<file path="config.mk">
export PLATFORM = sky130hd
export DESIGN_NAME = mq2_alarm_driver
export DESIGN_NICKNAME = d
export VERILOG_FILES = /design/src/rtl/mq2_alarm_driver.sv
export SDC_FILE = /design/constraint.sdc
export NUM_CORES = 1
export LEC_CHECK = 0
export ABC_CLOCK_PERIOD_IN_PS = 2700
export CAP_MARGIN = 5
export CELL_PAD_IN_SITES_DETAIL_PLACEMENT = 1
export CELL_PAD_IN_SITES_GLOBAL_PLACEMENT = 1
export CORE_UTILIZATION = 40
export CTS_CLUSTER_SIZE = 10
export DETAILED_ROUTE_END_ITERATION = 16
export GPL_TIMING_DRIVEN = 0
export PLACE_DENSITY_LB_ADDON = 0.3
export SYNTH_ARGS = -nofsm -noshare
export SYNTH_HDL_FRONTEND = slang
export SYNTH_SLANG_ARGS = --single-unit
</file>
<file path="constraint.sdc">
create_clock -name clk -period 2.7 [get_ports clk]
set_clock_uncertainty 0.2 [all_clocks]
set_input_delay 0.27 -clock clk [delete_from_list [all_inputs] [get_ports clk]]
set_output_delay 0.27 -clock clk [all_outputs]
set_load 0.01 [all_outputs]
</file>
<file path="src/rtl/mq2_alarm_driver.sv">
// Turns the active-low gas alert into a gated buzzer tone, with a hold time
// after the alert clears and a timed operator mute.
module mq2_alarm_driver #(
  parameter int unsigned CLK_FREQ    = 50000000,
  parameter int unsigned TONE_HZ     = 2000,
  parameter int unsigned BEEP_ON_MS  = 200,
  parameter int unsigned BEEP_OFF_MS = 300,
  parameter int unsigned HOLD_MS     = 2000,
  parameter int unsigned MUTE_MS     = 10000
) (
  input  logic clk,
  input  logic rst_n,
  input  logic alert_n,
  input  logic mute,
  output logic buzzer_pwm,
  output logic alarm_active,
  output logic muted
);

  localparam int unsigned TONE_HALF = CLK_FREQ / (2 * TONE_HZ);
  localparam int unsigned ON_CYC    = (CLK_FREQ / 1000) * BEEP_ON_MS;
  localparam int unsigned OFF_CYC   = (CLK_FREQ / 1000) * BEEP_OFF_MS;
  localparam int unsigned HOLD_CYC  = (CLK_FREQ / 1000) * HOLD_MS;
  localparam int unsigned MUTE_CYC  = (CLK_FREQ / 1000) * MUTE_MS;
  localparam int unsigned PHASE_CYC = (ON_CYC > OFF_CYC) ? ON_CYC : OFF_CYC;

  localparam int unsigned TONE_W  = $clog2(TONE_HALF) + 1;
  localparam int unsigned PHASE_W = $clog2(PHASE_CYC) + 1;
  localparam int unsigned HOLD_W  = $clog2(HOLD_CYC) + 1;
  localparam int unsigned MUTE_W  = $clog2(MUTE_CYC) + 1;

  typedef enum logic [1:0] {IDLE, ON, OFF, MUTED} state_t;

  state_t               state, state_nxt;
  logic [TONE_W-1:0]    tone_cnt, tone_nxt;
  logic [PHASE_W-1:0]   phase_cnt, phase_nxt;
  logic [HOLD_W-1:0]    hold_cnt, hold_nxt;
  logic [MUTE_W-1:0]    mute_cnt, mute_cnt_nxt;
  logic                 mute_prev;
  logic                 buzzer_nxt, alarm_nxt, muted_nxt;

  logic mute_edge, hold_exp, tone_tc, phase_tc, mute_tc;

  assign mute_edge = mute & ~mute_prev;
  assign hold_exp  = alert_n && (hold_cnt == HOLD_W'(HOLD_CYC - 1));
  assign tone_tc   = (tone_cnt == TONE_W'(TONE_HALF - 1));
  assign phase_tc  = ((state == ON)  && (phase_cnt == PHASE_W'(ON_CYC - 1))) ||
                     ((state == OFF) && (phase_cnt == PHASE_W'(OFF_CYC - 1)));
  assign mute_tc   = (mute_cnt == MUTE_W'(MUTE_CYC - 1));

  // State, counters and registered outputs
  always_ff @(posedge clk) begin
    if (!rst_n) begin
      state        <= IDLE;
      tone_cnt     <= '0;
      phase_cnt    <= '0;
      hold_cnt     <= '0;
      mute_cnt     <= '0;
      mute_prev    <= 1'b1;
      buzzer_pwm   <= 1'b0;
      alarm_active <= 1'b0;
      muted        <= 1'b0;
    end else begin
      state        <= state_nxt;
      tone_cnt     <= tone_nxt;
      phase_cnt    <= phase_nxt;
      hold_cnt     <= hold_nxt;
      mute_cnt     <= mute_cnt_nxt;
      mute_prev    <= mute;
      buzzer_pwm   <= buzzer_nxt;
      alarm_active <= alarm_nxt;
      muted        <= muted_nxt;
    end
  end

  // Next state: hold expiry beats mute, mute beats terminal counts
  always_comb begin
    state_nxt = state;
    case (state)
      IDLE: if (!alert_n) state_nxt = ON;
      ON: begin
        if (hold_exp)       state_nxt = IDLE;
        else if (mute_edge) state_nxt = MUTED;
        else if (phase_tc)  state_nxt = OFF;
      end
      OFF: begin
        if (hold_exp)       state_nxt = IDLE;
        else if (mute_edge) state_nxt = MUTED;
        else if (phase_tc)  state_nxt = ON;
      end
      MUTED: begin
        if (hold_exp)     state_nxt = IDLE;
        else if (mute_tc) state_nxt = alert_n ? IDLE : ON;
      end
      default: state_nxt = IDLE;
    endcase
  end

  // Counter and output next values; any state change restarts the local timers
  always_comb begin
    tone_nxt     = '0;
    phase_nxt    = '0;
    hold_nxt     = '0;
    mute_cnt_nxt = '0;
    buzzer_nxt   = 1'b0;
    alarm_nxt    = (state_nxt != IDLE);
    muted_nxt    = (state_nxt == MUTED);

    if (state != IDLE && state_nxt != IDLE)
      hold_nxt = alert_n ? hold_cnt + HOLD_W'(1) : '0;

    if (state == ON && state_nxt == ON) begin
      tone_nxt   = tone_tc ? '0 : tone_cnt + TONE_W'(1);
      phase_nxt  = phase_cnt + PHASE_W'(1);
      buzzer_nxt = tone_tc ? ~buzzer_pwm : buzzer_pwm;
    end

    if (state == OFF && state_nxt == OFF)
      phase_nxt = phase_cnt + PHASE_W'(1);

    if (state == MUTED && state_nxt == MUTED)
      mute_cnt_nxt = mute_cnt + MUTE_W'(1);
  end

endmodule
</file>
==> results.yml <==
die:
  dieArea_sq_um: 13100
  io_pins: 7
  core_sq_um: 12200
  fp.dieW_microns: 114
  fp-row-count: 40
  die_y_microns: 114
  initial_core_util: 0.415
place:
  place.gp.congestion: 0.813
  port_buffers: 6
  pre_cts_ws_ns: -0.676
  hpwlAfterDp_mm: 8.57
  placedCellCount: 763
  place_area_sq_um: 5310
timing:
  tns_ns: 0
  drv_slew: 0
  period_needed_ns: 2.60
  worst_pin_slew_ns: 0.884
  finalSetupViolCount: 0
  period_share: 0.964
  finalHoldViolCount: 0
  holdWs_ns: 0.266
  maxSlewHeadroom: 0.406
  fin_ws_ns: 0.0963
  clock.fmax_ghz: 0.384
worst_setup_path:
  worstSetupPathType: "flip-flop to flip-flop"
  cp-start-kind: "flip-flop"
  worst-path-max-fanout: 10
  cpPeakStageDelay_ns: 0.56
  path_cells: "or4_1 > nor4_2 > o211a_4 > o21ai_0 > a211o_1 > buf_6 > a21oi_1"
  cp-end-kind: "flip-flop"
  crit_arrival_ns: 2.68
  cp.required_ns: 2.78
  critPathSlowestCell: "or4_1"
final_layout:
  antenna_cells: 0
  finish.utilization: 0.476
  stdcell_area_sq_um: 5780
  layout.nets: 621
  area_delta_synth_final_pct: 14.7
  final_cell_count_no_fill: 785
  layout-drive-gt1-share: 0.0875
yosys:
  synth-xor-area-share: 0.158
  synth_fa_ha_area_frac: 0.00993
  synth_fp_nets: 597
  seq_area_frac_synth: 0.413
  synth.avg_cell_area_sq_um: 8.56
  synth_compound_area_frac: 0.0911
  yosys.area.top_type: "dfxtp_1"
  synth.area.mux_share: 0
  synth_top_area_frac: 0.413
  yosys.cell_types.count: 47
  synth_edf_count: 0
  synth_top_family_by_area: "simple AND/OR/NAND/NOR gates"
  synthFlopType: "dfxtp_1"
  synth-simple-area-share: 0.300
  yosysWarnings: 0
  syn_area_sq_um: 5040
  ys_top_cells_by_area: "dfxtp_1, xor2_1, xnor2_1"
  ys_seq_elements: 104
  async_reset_ff_frac: 0
  synth_cells: 589
power_and_ir_drop:
  switchingPower_uw: 681
  p_sw_frac: 0.224
  power_mw: 3.03
  p_leak_nw: 1.95
  p_comb_frac: 0.046
  p_clk_frac: 0.444
  intPower_mw: 2.35
  pwr-share-seq: 0.510
  peakVddDrop_uv: 232
  cellPowerDensity_nw_per_um2: 525
routing:
  ant_nets: 0
  vias_per_cell: 5.43
  wl_per_cell_microns: 15.9
  first_pass_iters: 4
  wirelength_mm: 12.5
  drt_iter0_drc: 185
  vias: 4264
  drc: 0
cts:
  path_clk_slew_ns: 0.07
  clock_latency_ns: 0.35
  clockRootBuffer: "clkbuf_16"
  h-tree-depth: 3
  cts_tree: "done"
  cts_buffers: 9
  cts.path.max_buffers: 2
  clock_sinks: 104
flow_run:
  cap_viol_max_count: 0
hold_path:
  hp-class: "flip-flop to flip-flop"
outcome:
  outcome: "complete, no violations"
grt:
  grt_pass1_wl_mm: 21.1
  grt_max_degree: 17
  grt_use_total: 0.204
  grt_pass1_vias: 4407
  antenna_found_initial: 0
  overflow: 0
## state kept, by name, summed over array words and instances (netlist names)
signal and flops:
tone_cnt 15, mute_cnt 30, mute_prev 1, state 2, alarm_active 1, phase_cnt 25, hold_cnt 28, buzzer_pwm 1
muted 1
## Yosys cell counts, types with 2 or more instances
master    count
nor4b_1       5
a21oi_1      30
dfxtp_1     104
buf_2         6
nor2b_1       2
and3_1       21
and2_1        5
nand4b_1      5
nand3_1      39
nor3_1        9
nand4_1      24
a211oi_1     24
and4_1       13
xnor2_1      44
nor3b_1       2
nand2_1      69
inv_1        11
ha_1          4
nor4bb_1      2
nand2b_1      4
xor2_1       47
or4b_1        2
nor4_1       13
clkbuf_1     11
nor2_1       71
## logic make-up (layout without fill, tap and decap cells)
family | after synthesis | in the layout
AND/OR/NAND/NOR | 292 | 292
flip-flops | 104 | 104
adder cells (fa/ha/maj) | 4 | 4
AO/OA/AOI/OAI | 65 | 65
XOR/XNOR | 91 | 91
buffers and inverters | 33 | 61
## routing by layer
layer,track usage,vias to the layer above,routed length (microns)
met5,0,-,0
met4,0.0658,0,150
met3,0.0349,12,204
met2,0.371,27,6360
met1,0.243,2115,5790
li1,-,2110,-
## worst paths after layout
path | startpoint | endpoint | slack, ns | depth (start not counted)
worst max-delay path | state[0] | hold_cnt[6] | 0.1 | 7
worst min-delay path | phase_cnt[0] | phase_cnt[0] | 0.27 | 1
worst max register to register | state[0] | hold_cnt[6] | 0.1 | 7
worst min register to register | phase_cnt[0] | phase_cnt[0] | 0.27 | 1
## placed cells by master, fill, tap and decap left out, drive strengths merged, types with 2 or more instances in the layout
cell type	netlist	final
clkbuf	11	22
a21oi	30	30
nor4	13	13
nor4bb	2	2
clkdlybuf4s50	0	6
nand2	69	69
xnor2	44	44
nand4	24	24
nand3	39	39
xor2	47	47
nand4b	5	5
ha	4	4
buf	9	16
clkinvlp	0	2
and4	13	13
or4b	2	2
dfxtp	104	104
nor3	10	10
nor3b	2	2
a211oi	24	24
nor2b	2	2
and3	21	21
nand2b	4	4
inv	12	12
nor2	71	71
o211a	2	2
o31ai	2	2
and2	6	6
o21ai	3	3
nor4b	5	5
clkinv	1	2
## power by group through the flow
stage          Combinational, mW  Clock (mW)  Sequential [mW]
6_report                   0.141        1.35             1.55
5_1_grt                    0.153        1.45             1.55
3_3_place_gp               0.123           0             1.58
3_5_place_dp               0.126           0             1.58
4_1_cts                    0.137        1.39             1.55
2_1_floorplan             0.0834           0             1.58
## cell type report
class                      count  area, sq um
multi-input combinational    452         2900
clock inverter                 4         53.8
inverter                      13         48.8
timing repair buffer          13          113
sequential                   104         2090
fill                        1434         6380
clock buffer                  11          253
tap                          168          210
buffer                        20          121
## timing repair
item | CTS | global route
gates resized for setup | 9 | 23
setup buffers | 5 | 2
setup endpoints to repair | 73 | 77
hold buffers | 0 | 0
pin swaps | 6 | 3
## critical path: cells and delay by family, from the launching register on
| kind | cells | cell delay, ns |
|---|---|---|
| simple gates | 2 | 0.83 |
| compound gates | 4 | 0.93 |
| buf+inv | 1 | 0.18 |
| flops | 1 | 0.38 |
Note: power is estimated with default switching activity, not from simulation.
